## src/rtl/icache_assoc_if.sv

```systemverilog
// ----------------------------------------------------------------------------
// icache_assoc_if
// Fetch-side and memory-side signal bundle of the 2-way instruction cache.
//   slave  : the cache view (takes CPU requests, drives the memory request)
//   master : the environment view (CPU fetch stage plus instruction memory)
// Signals:
//   cpu_read, cpu_address, cpu_flush      : fetch request, address, flush
//   cpu_instruction, cpu_busywait         : fetched word, CPU stall
//   mem_read, mem_address                 : block read request, {tag,index}
//   mem_instruction, mem_busywait         : returned block, memory busy
// ----------------------------------------------------------------------------
interface icache_assoc_if #(
   parameter int ADDR_W   = 10,
   parameter int INDEX_W  = 3,
   parameter int OFFSET_W = 2,
   parameter int WORD_W   = 32
);
   localparam int TAG_W      = ADDR_W - INDEX_W - OFFSET_W - 2;
   localparam int BLOCK_W    = WORD_W << OFFSET_W;
   localparam int MEM_ADDR_W = TAG_W + INDEX_W;

   logic                  cpu_read;
   logic [ADDR_W-1:0]     cpu_address;
   logic                  cpu_flush;
   logic [WORD_W-1:0]     cpu_instruction;
   logic                  cpu_busywait;
   logic                  mem_read;
   logic [MEM_ADDR_W-1:0] mem_address;
   logic [BLOCK_W-1:0]    mem_instruction;
   logic                  mem_busywait;

   modport slave (
      input  cpu_read, cpu_address, cpu_flush, mem_instruction, mem_busywait,
      output cpu_instruction, cpu_busywait, mem_read, mem_address
   );

   modport master (
      output cpu_read, cpu_address, cpu_flush, mem_instruction, mem_busywait,
      input  cpu_instruction, cpu_busywait, mem_read, mem_address
   );
endinterface

```

## src/rtl/icache_assoc.sv

```systemverilog
// ----------------------------------------------------------------------------
// icache_assoc
// 2-way set-associative read-only instruction cache with LRU replacement and
// full flush. Hits return the word combinationally in the request cycle; a
// miss runs a block refill through an IDLE -> MEM_READ -> UPDATE controller.
// Ports:
//   clock  : system clock
//   reset  : asynchronous, active-high
//   bus    : icache_assoc_if.slave (CPU fetch side and memory side)
// Optional build macro ICACHE_PERF_CNT_EN adds:
//   hit_count, miss_count : 16-bit saturating hit / miss counters
// ----------------------------------------------------------------------------
module icache_assoc #(
   parameter int ADDR_W   = 10,
   parameter int INDEX_W  = 3,
   parameter int OFFSET_W = 2,
   parameter int WORD_W   = 32
) (
   input  logic            clock,
   input  logic            reset,
   icache_assoc_if.slave   bus
`ifdef ICACHE_PERF_CNT_EN
   ,
   output logic [15:0]     hit_count,
   output logic [15:0]     miss_count
`endif
);
   localparam int TAG_W      = ADDR_W - INDEX_W - OFFSET_W - 2;
   localparam int BLOCK_W    = WORD_W << OFFSET_W;
   localparam int MEM_ADDR_W = TAG_W + INDEX_W;
   localparam int SETS       = 1 << INDEX_W;

   typedef enum logic [1:0] {
      IDLE     = 2'd0,
      MEM_READ = 2'd1,
      UPDATE   = 2'd2
   } state_t;

   state_t                  state_r, state_s;
   logic [SETS-1:0][1:0]    valid_r;
   logic [SETS-1:0]         lru_r;
   logic [TAG_W-1:0]        tag_r   [SETS][2];
   logic [BLOCK_W-1:0]      block_r [SETS][2];
   logic [TAG_W-1:0]        req_tag_r;
   logic [INDEX_W-1:0]      req_index_r;
   logic                    seen_busy_r;
   logic                    flush_pending_r;

   logic [TAG_W-1:0]        tag_s;
   logic [INDEX_W-1:0]      index_s;
   logic [OFFSET_W-1:0]     offset_s;
   logic                    hit0_s, hit1_s, hit_s;
   logic                    victim_s;
   logic                    fill_s;
   logic                    flush_clear_s;
   logic                    unused_s;

   assign tag_s    = bus.cpu_address[ADDR_W-1 -: TAG_W];
   assign index_s  = bus.cpu_address[OFFSET_W+2 +: INDEX_W];
   assign offset_s = bus.cpu_address[2 +: OFFSET_W];
   assign unused_s = ^bus.cpu_address[1:0];

   assign hit0_s = valid_r[index_s][0] && (tag_r[index_s][0] == tag_s);
   assign hit1_s = valid_r[index_s][1] && (tag_r[index_s][1] == tag_s);
   assign hit_s  = hit0_s || hit1_s;

   // Victim for the pending refill: first empty way (way 0 first), else LRU.
   assign victim_s = !valid_r[req_index_r][0] ? 1'b0 :
                     (!valid_r[req_index_r][1] ? 1'b1 : lru_r[req_index_r]);

   assign bus.cpu_busywait = (bus.cpu_read && !hit_s) || (state_r != IDLE);

   // Word selection from the hitting way.
   always_comb begin
      bus.cpu_instruction = {WORD_W{1'b0}};
      if (hit0_s) begin
         bus.cpu_instruction = block_r[index_s][0][offset_s*WORD_W +: WORD_W];
      end else if (hit1_s) begin
         bus.cpu_instruction = block_r[index_s][1][offset_s*WORD_W +: WORD_W];
      end else begin
         bus.cpu_instruction = {WORD_W{1'b0}};
      end
   end

   // Edges that wipe all valid/lru bits: an IDLE flush, or the UPDATE exit
   // carrying a flush that arrived during the refill.
   always_comb begin
      flush_clear_s = 1'b0;
      if (state_r == IDLE) begin
         flush_clear_s = bus.cpu_flush;
      end else if (state_r == UPDATE) begin
         flush_clear_s = flush_pending_r || bus.cpu_flush;
      end else begin
         flush_clear_s = 1'b0;
      end
   end

   // Refill controller next state and memory request outputs.
   always_comb begin
      state_s         = state_r;
      bus.mem_read    = 1'b0;
      bus.mem_address = {MEM_ADDR_W{1'b0}};
      fill_s          = 1'b0;
      case (state_r)
         IDLE: begin
            // A flush takes priority; the miss is taken on the following edge.
            if (bus.cpu_read && !hit_s && !bus.cpu_flush) begin
               state_s = MEM_READ;
            end else begin
               state_s = IDLE;
            end
         end
         MEM_READ: begin
            bus.mem_read    = 1'b1;
            bus.mem_address = {req_tag_r, req_index_r};
            // Busy must have been seen first so a stale idle bus is not sampled.
            if (seen_busy_r && !bus.mem_busywait) begin
               fill_s  = 1'b1;
               state_s = UPDATE;
            end else begin
               state_s = MEM_READ;
            end
         end
         UPDATE:  state_s = IDLE;
         default: state_s = IDLE;
      endcase
   end

   // Controller state register.
   always_ff @(posedge clock or posedge reset) begin
      if (reset) begin
         state_r <= IDLE;
      end else begin
         state_r <= state_s;
      end
   end

   // Valid/LRU bookkeeping, request latch and refill handshake flags.
   always_ff @(posedge clock or posedge reset) begin
      if (reset) begin
         valid_r         <= {(2*SETS){1'b0}};
         lru_r           <= {SETS{1'b0}};
         req_tag_r       <= {TAG_W{1'b0}};
         req_index_r     <= {INDEX_W{1'b0}};
         seen_busy_r     <= 1'b0;
         flush_pending_r <= 1'b0;
      end else begin
         case (state_r)
            IDLE: begin
               seen_busy_r <= 1'b0;
               if (flush_clear_s) begin
                  valid_r <= {(2*SETS){1'b0}};
                  lru_r   <= {SETS{1'b0}};
               end else if (bus.cpu_read && hit_s) begin
                  // Way 0 hit makes way 1 the next victim and vice versa.
                  lru_r[index_s] <= hit0_s;
               end else if (bus.cpu_read) begin
                  req_tag_r   <= tag_s;
                  req_index_r <= index_s;
               end
            end
            MEM_READ: begin
               if (bus.mem_busywait) begin
                  seen_busy_r <= 1'b1;
               end
               if (bus.cpu_flush) begin
                  flush_pending_r <= 1'b1;
               end
               if (fill_s) begin
                  valid_r[req_index_r][victim_s] <= 1'b1;
                  lru_r[req_index_r]             <= ~victim_s;
               end
            end
            UPDATE: begin
               seen_busy_r     <= 1'b0;
               flush_pending_r <= 1'b0;
               if (flush_clear_s) begin
                  valid_r <= {(2*SETS){1'b0}};
                  lru_r   <= {SETS{1'b0}};
               end
            end
            default: begin
               seen_busy_r     <= 1'b0;
               flush_pending_r <= 1'b0;
            end
         endcase
      end
   end

   // Tag and data arrays; contents are qualified by valid_r so need no reset.
   always_ff @(posedge clock) begin
      if (fill_s) begin
         tag_r[req_index_r][victim_s]   <= req_tag_r;
         block_r[req_index_r][victim_s] <= bus.mem_instruction;
      end
   end

`ifdef ICACHE_PERF_CNT_EN
   // Saturating hit/miss counters, cleared together with the cache contents.
   always_ff @(posedge clock or posedge reset) begin
      if (reset) begin
         hit_count  <= 16'h0000;
         miss_count <= 16'h0000;
      end else if (flush_clear_s) begin
         hit_count  <= 16'h0000;
         miss_count <= 16'h0000;
      end else begin
         if ((state_r == IDLE) && bus.cpu_read && hit_s && (hit_count != 16'hFFFF)) begin
            hit_count <= hit_count + 16'h0001;
         end
         if ((state_r == IDLE) && (state_s == MEM_READ) && (miss_count != 16'hFFFF)) begin
            miss_count <= miss_count + 16'h0001;
         end
      end
   end
`endif
endmodule

```

## src/flat_wrapper.sv

```systemverilog
// flat-port wrapper written by rule: the top's interface ports become plain ports
module icache_assoc_flat 
#(
   parameter int ADDR_W   = 10,
   parameter int INDEX_W  = 3,
   parameter int OFFSET_W = 2,
   parameter int WORD_W   = 32
)
  (clock, reset, bus_cpu_read, bus_cpu_address, bus_cpu_flush, bus_mem_instruction, bus_mem_busywait, bus_cpu_instruction, bus_cpu_busywait, bus_mem_read, bus_mem_address);
  icache_assoc_if #(.ADDR_W(ADDR_W), .INDEX_W(INDEX_W), .OFFSET_W(OFFSET_W), .WORD_W(WORD_W)) bus_i ();
  input  logic clock;
  input  logic reset;
  input wire logic [$bits(bus_i.cpu_read)-1:0] bus_cpu_read;
  input wire logic [$bits(bus_i.cpu_address)-1:0] bus_cpu_address;
  input wire logic [$bits(bus_i.cpu_flush)-1:0] bus_cpu_flush;
  input wire logic [$bits(bus_i.mem_instruction)-1:0] bus_mem_instruction;
  input wire logic [$bits(bus_i.mem_busywait)-1:0] bus_mem_busywait;
  output wire logic [$bits(bus_i.cpu_instruction)-1:0] bus_cpu_instruction;
  output wire logic [$bits(bus_i.cpu_busywait)-1:0] bus_cpu_busywait;
  output wire logic [$bits(bus_i.mem_read)-1:0] bus_mem_read;
  output wire logic [$bits(bus_i.mem_address)-1:0] bus_mem_address;
  assign bus_i.cpu_read = bus_cpu_read;
  assign bus_i.cpu_address = bus_cpu_address;
  assign bus_i.cpu_flush = bus_cpu_flush;
  assign bus_i.mem_instruction = bus_mem_instruction;
  assign bus_i.mem_busywait = bus_mem_busywait;
  assign bus_cpu_instruction = bus_i.cpu_instruction;
  assign bus_cpu_busywait = bus_i.cpu_busywait;
  assign bus_mem_read = bus_i.mem_read;
  assign bus_mem_address = bus_i.mem_address;
  icache_assoc #(.ADDR_W(ADDR_W), .INDEX_W(INDEX_W), .OFFSET_W(OFFSET_W), .WORD_W(WORD_W)) u_core (.clock(clock), .reset(reset), .bus(bus_i));
endmodule
```

## config.mk

```make
export PLATFORM = sky130hd
export DESIGN_NAME = icache_assoc_flat
export DESIGN_NICKNAME = d
export VERILOG_FILES = /design/src/rtl/icache_assoc_if.sv /design/src/rtl/icache_assoc.sv /design/src/flat_wrapper.sv
export SDC_FILE = /design/constraint.sdc
export NUM_CORES = 2
export LEC_CHECK = 0
export CORE_MARGIN = 2
export CORE_UTILIZATION = 40
export CTS_BUF_LIST = sky130_fd_sc_hd__clkbuf_8
export CTS_CLUSTER_SIZE = 28
export DETAILED_ROUTE_END_ITERATION = 12
export PLACE_DENSITY = 0.68
export SYNTH_ARGS = -nofsm -noshare
export SYNTH_HDL_FRONTEND = slang
export SYNTH_SLANG_ARGS = --single-unit
```

## constraint.sdc

```tcl
create_clock -name clock -period 7.62 [get_ports clock]
set_input_delay 0.762 -clock clock [delete_from_list [all_inputs] [get_ports clock]]
set_output_delay 0.762 -clock clock [all_outputs]
set_load 0.05 [all_outputs]
```

### After elaboration in Yosys (flattened, before gate mapping)

Memory sizes are Yosys's and may differ from the RTL's.
Cells that the tools add are included.

| storage, ports and cells | value |
|---|---|
| bits in registers | 34 |
| latch bits | 0 |
| memory bits (writable) | 2,096 |
| memory bits (read-only) | 0 |
| bits of input ports | 143 |
| output and inout port bits | 40 |
| logic and storage cells | 115 |
| memories | 2 |

| cells by class | value |
|---|---|
| add/sub/neg operators | 0 |
| multipliers | 0 |
| divide/modulo/power cells | 0 |
| $lt $le $gt $ge | 8 |
| eq/ne operators | 10 |
| shift operators | 2 |
| mux-type cells | 48 |
| bitwise operators | 6 |
| reduce and logical (&&, ||, !) cells | 25 |

Memory list:

| name | depth | width | rd ports | clocked after memory_dff | write ports | RTL line | RTL |
|---|---|---|---|---|---|---|---|
| u_core.block_r | 8 | 256 | 1 | 0 | 1 | icache_assoc.sv:43 | `logic [BLOCK_W-1:0] block_r [SETS][2];` |
| u_core.tag_r | 8 | 6 | 1 | 0 | 1 | icache_assoc.sv:42 | `logic [TAG_W-1:0] tag_r [SETS][2];` |

Operators with widths:

| cell | number |
|---|---|
| $mux W256 | 1 |
| $shiftx A128 B8 Y32 | 2 |
| $demux W128 S1 | 1 |
| $mux W128 | 1 |
| $mux W32 | 2 |
| $mux W16 | 2 |
| $mux W8 | 4 |
| $pmux W16 S2 | 1 |
| $pmux W8 S3 | 1 |
| $bwmux W8 | 2 |
| $mux W1 | 16 |
| $or A16 B16 Y16 | 1 |
| $bmux W2 S3 | 2 |
| $mux W6 | 2 |
| $logic_and A1 B1 Y1 | 10 |
| $lt A3 B4 Y1 const B | 2 |
| $mux W2 | 4 |
| $reduce_and A4 Y1 | 2 |
| $demux W1 S3 | 2 |
| $demux W2 S3 | 1 |
| $eq A3 B3 Y1 | 2 |
| $ge A3 B1 Y1 const B | 2 |
| $ne A2 B1 Y1 const B | 3 |
| $ne A2 B2 Y1 const B | 2 |
| 23 further kinds | 31 |

### Depth between registers and ports, before layout

| depth | value |
|---|---|
| depth after elaboration | 13 |
| mapped depth | 14 |
| mapped depth without buffers | 9 |

### Least setup slack after synthesis

No wires, ideal clock.

| timing | value |
|---|---|
| kind | reg-to-reg |
| from | register u_core.req_index_r[2] |
| to | memory u_core.block_r[0][128] (netlist name) (enable) |
| setup time | 0.623 ns |
| arrival time | 7.343 ns |
| required time | 6.997 ns |
| setup slack | -0.347 ns |
| cell stages (with the launch flop) | 8 |
| buffers on the path | 2 |
| period minus slack after synthesis | 7.967 ns |
| cell sequence | dfrtp_1 clkbuf_1 buf_2 mux4_2 a221o_1 o221ai_1 nand2_1 nor2_1 |

| between the ends | value |
|---|---|
| longest elaborated chain between the ends | 10 |
| elaborated cells between the ends (all ways) | 13 |
| those cells by class | order compare: 2; mux: 9; bitwise: 1; reduce/logical: 1 |

Ends and longest elaborated chain:

| element | RTL line | RTL |
|---|---|---|
| from (decl) | icache_assoc.sv:45 | `logic [INDEX_W-1:0] req_index_r;` |
| from (signal assigned) | icache_assoc.sv:144 | `req_index_r <= {INDEX_W{1'b0}};` |
| from (signal assigned) | icache_assoc.sv:159 | `req_index_r <= index_s;` |
| $bmux W1 S3 or $bmux W2 S3 (tied branches) | icache_assoc.sv:69, icache_assoc.sv:68 |  |
| $mux W1 (not written as such) or $mux W2 (tied branches) | icache_assoc.sv:69 | `(!valid_r[req_index_r][1] ? 1'b1 : lru_r[req_index_r]);` |
| $mux W1 | icache_assoc.sv:69 |  |
| $mux W1 | icache_assoc.sv:68 | `assign victim_s = !valid_r[req_index_r][0] ? 1'b0 :` |
| $not A1 Y2 (not written as such) | icache_assoc.sv:194 | `block_r[req_index_r][victim_s] <= bus.mem_instruction;` |
| $ge A2 B2 Y1 (not written as such) or $lt A2 B1 Y1 (tied branches) | icache_assoc.sv:194 |  |
| $logic_and A1 B1 Y1 (not written as such) | icache_assoc.sv:194 |  |
| $mux W128 (not written as such) | icache_assoc.sv:194 |  |
| $demux W128 S1 | icache_assoc.sv:194 |  |
| $mux W256 (not written as such) | icache_assoc.sv:194 |  |
| to (decl) | icache_assoc.sv:43 |  |

Several ways; a longest one is shown, not always the timed one. The select of a mux whose other input is x is not followed.

### Worst setup path in the final report

| timing | value |
|---|---|
| from | input port bus_cpu_address[4] |
| to | output port bus_cpu_instruction[15] |

| between the ends | value |
|---|---|
| longest elaborated chain between the ends | 5 |
| elaborated cells between the ends (all ways) | 12 |
| those cells by class | eq/ne: 2; shift: 2; mux: 4; reduce/logical: 2; memory: 2 |

Ends and longest elaborated chain:

| element | RTL line | RTL |
|---|---|---|
| from (decl) | flat_wrapper.sv:14 | `input wire logic [$bits(bus_i.cpu_address)-1:0] bus_cpu_address;` |
| parallel branches: the longest is 4 deep, another holds $mem_v2 Z8 W256 | - |  |
| $mux W32 (*) | icache_assoc.sv:76 | `if (hit0_s) begin` |
| to (decl) | flat_wrapper.sv:18 | `output wire logic [$bits(bus_i.cpu_instruction)-1:0] bus_cpu_instruction;` |

Every way passes the cells marked *. The select of a mux whose other input is x is not followed.

==> out/results.txt <==
Buf+Inv Stages, Crit Path: 4
crit-path max cell delay: 0.79 ns
# H-tree levels: 5
R2R Setup Slk: 2.66 ns
total chip power: 23.9 mW
Starting Density: 40.3%
worst-path fanout max: 80
register area: 63800 µm²
clock skew: 0.0536 ns
GP Congestion: 0.811
hold buffer count at cts: 0
initial antenna violation count: 49
Worst Setup Slack post-DPL: 1.62 ns
Die Y: 453 µm
number of buffers created by CTS: 325
Max Root-Sink Buffers: 4
synth warn: 0
TritonCTS clock tree: done
part of the power in combinational logic: 8.9%
vias in the first global route: 47300
Routed Antenna Nets: 0
Tcrit/Tclk final: 79.1%
crit path launch type: input port
sw frac: 24.7%
Final Hold Viols: 0
Root Buffer: clkbuf_8
run status: complete, no violations
r2r endpoint: u_core.block_r[7][196]
Worst-path clk slew: 0.06 ns
slowest CP cell: nor2_4
Post-synth EDFFs: 2096
GR Util All Layers: 23.8%
Critical R2R Launch: u_core.req_index_r[1]
Sw Pwr: 5.92 mW
non-filler cells, final: 7946
Die Wd: 453 µm
setup violators final: 0
VDD IR-drop max: 0.131 mV
sequential share of the synthesized area: 79.1%
Setup CP Type: in -> out
share of layout cells above drive strength 1: 14.5%
syn avg cell area: 17.1 µm²
PwrDens: 261 nW/µm²
Most used DFF post-synth: edfxtp_1
Syn Nets: 4869
Seq pwr share: 56.1%
Resized Gates After CTS: 0
Slew Limit Fails: 0
total number of vias: 49300
post-synth cell types: 69
count of input and output buffers: 180
Crit. End Element: output port
RSZ-0062 raised after global routing: false
Core Region: 200000 µm²
worst r2r path cells: 6
Gate Count Post-Synth: 4722
Initial DRC Count: 7465
CP startpoint: bus_cpu_address[4]
via/cell ratio: 6.20
largest net degree at the start of global routing: 126
Pleak: 29.1 nW
Critical Path, Cell by Cell: buf_8 > nand2_1 > nor2_4 > buf_4 > a22oi_1 > nand3_1 > o22ai_1 > nor2_1 > a31oi_1 > o21ai_0 > buf_4 > clkdlybuf4s50_1
drt wl/cell: 31.5 µm
Clk network pwr share: 35.0%
slew margin rel.: 18.3%
Synth Cell Area: 80600 µm²
fin worst setup slack: 1.59 ns
delay-heaviest family, CP: buffers and inverters
setup bufs post-CTS: 0
# rows: 164
Max-cap violations: 0
Skew-Pair Late Insertion Delay: 1.03 ns
fill count: 16900
Detail Placement HPWL: 133000 µm
measured slew at the worst slew-check pin: 1.23 ns
Data arrival, critical path: 5.27 ns
Initial DRT Pass Iterations: 6
DP Cell Count: 7390
Worst Hold Class: in -> async
first-pass GRT wire length: 349000 µm
DRC Markers: 0
Seq cells post-synth: 2130
Top Ports: 183
# clock sinks: 2130
Total Die Area: 205000 µm²
multi-input logic area: 15700 µm²
Max Fclk: 0.166 GHz
CP dominant cell by count: buf_4
Area Growth Syn to Fin: 13.9%
fin nets: 5208
gr ovfl total: 0
Tmin final: 6.03 ns
WL final: 251000 µm
fraction of registers with async set/reset: 1.60%
CP required: 6.86 ns
internal power: 18.0 mW
-- state kept, by name (all words and copies together) (netlist names) --
register,flops
u_core.req_index_r,3
u_core.state_r,2
u_core.seen_busy_r,1
u_core.req_tag_r,3
u_core.tag_r,48
u_core.flush_pending_r,1
u_core.valid_r,16
u_core.block_r,2048
u_core.lru_r,8
-- kinds of logic after synthesis --
kind of cell	synth area share, %
flops	79.1
compound gates	11.0
simple gates	3.25
buf+inv	1.72
mux	4.80
xor+xnor	0.0652
fa+ha+maj	0.0621
-- worst max path at each step --
stage / end / slack, ns / depth (start not counted)
2_1_floorplan: u_core.block_r[0][128] / -0.35 / 7
3_3_place_gp: bus_cpu_instruction[15] / 1.64 / 12
3_5_place_dp: bus_cpu_instruction[15] / 1.62 / 12
4_1_cts: bus_cpu_instruction[15] / 1.62 / 12
5_1_grt: bus_cpu_instruction[15] / 1.52 / 12
6_report: bus_cpu_instruction[15] / 1.59 / 12
-- area by class of cell --
type | count | area share [%]
Multi-Input combinational cell | 2262 | 17.1
Timing Repair Buffer | 333 | 3.70
Antenna cell | 13 | 0.0354
Inverter | 9 | 0.0395
Sequential cell | 2130 | 69.5
Clock buffer | 330 | 4.95
Tap cell | 2656 | 3.62
Clock inverter | 213 | 1.08
-- worst reg2reg max path, stage by stage (launching register included) --
cell and delay (ns):
dfrtp_1 0.80, mux4_2 0.60, a221o_1 0.37, o221ai_1 0.36, nand2_1 0.55, nor2_4 1.01
buf_4 0.86
-- cells in the mapped netlist, types with 4 or more instances --
master     instances  area [µm²]
dfrtp_1           34         851
nor2b_1            8        50.1
nand3_1           45         225
mux2i_1          159        1590
buf_4             12        90.1
nand2b_1          13        81.3
o211ai_1          39         293
buf_2             66         330
nand3b_1           5        37.5
o22ai_1          274        1710
a221oi_1          82         718
nor3_1            44         220
a22oi_1          159        1190
a31oi_1           37         231
a21oi_1          264        1320
clkbuf_1         202         758
inv_1              8        30.0
edfxtp_1        2096       62900
buf_1             38         143
and2_1            10        62.6
a22o_1            44         385
a2111oi_0         13         114
nand4b_1           4        35.0
a211o_1           14         123
nor4_1            12        75.1
a311oi_1           5        43.8
nor2_1           227         852
o221ai_1          49         429
a222oi_1           5        50.1
o2111ai_1         24         210
nand2_1          181         679
mux2_2           102        1150
or2_2              4        25.0
mux4_2            50        1130
a211oi_1          35         263
ha_1               4        50.1
nand4_1           24         150
o21a_1             4        30.0
o21ai_0          253        1270
o22a_1            26         228
-- metal layers --
metal	global-route usage [%]	part of all wire, %	up-vias	routed length, µm
met5	0	0.11	-	275
met4	9.88	4.1	42	10200
met3	5.65	12	547	29100
met2	37.8	47	3555	118000
met1	31.4	37	25200	92800
li1	-	-	19900	-
-- power by group through the flow --
stage	registers (mW)	clock network, mW	logic (mW)
final	13.4	8.37	2.13
after floorplan	13.6	0	1.20
after detailed placement	13.7	0	2.08
after global routing	13.5	8.93	2.24
after global placement	13.7	0	2.05
after CTS	13.4	8.44	2.09
-- per-stage QoR --
stage          instance area, µm²  util [%]  hold WS, ns  setup TNS, ns
2_1_floorplan               80600         -        0.471        -432.91
3_3_place_gp                86200      43.1        0.494              0
3_5_place_dp                86200      43.1        0.505              0
4_1_cts                     91800      45.9        0.118              0
5_1_grt                     91800      45.9        0.211              0
6_report                    91800      45.9        0.170              0
-- cell usage in the layout, fill, tap and decap left out, types with 14 or more instances in the layout --
| cell | Yosys | final |
|---|---|---|
| inv_1 | 8 | 105 |
| o2111ai_1 | 24 | 24 |
| edfxtp_1 | 2096 | 2096 |
| nor2_4 | 0 | 28 |
| a221oi_1 | 82 | 82 |
| a21oi_1 | 264 | 264 |
| buf_12 | 0 | 40 |
| a31oi_1 | 37 | 37 |
| a22oi_1 | 159 | 159 |
| nand3_1 | 45 | 44 |
| a211oi_1 | 35 | 35 |
| nor2_1 | 227 | 199 |
| buf_4 | 12 | 144 |
| o22ai_1 | 274 | 274 |
| clkinv_2 | 0 | 29 |
| mux4_2 | 50 | 50 |
| clkinv_1 | 0 | 71 |
| o22a_1 | 26 | 26 |
| nand4_1 | 24 | 24 |
| a211o_1 | 14 | 14 |
| clkbuf_8 | 0 | 331 |
| clkdlybuf4s50_1 | 0 | 144 |
| o21ai_0 | 253 | 253 |
| dfrtp_1 | 34 | 34 |
| o221ai_1 | 49 | 49 |
| nor3_1 | 44 | 44 |
| nand2_1 | 181 | 177 |
| mux2i_1 | 159 | 159 |
| mux2_2 | 102 | 102 |
| o211ai_1 | 39 | 39 |
| a22o_1 | 44 | 44 |
No activity file was read; power rests on OpenSTA's default activity.
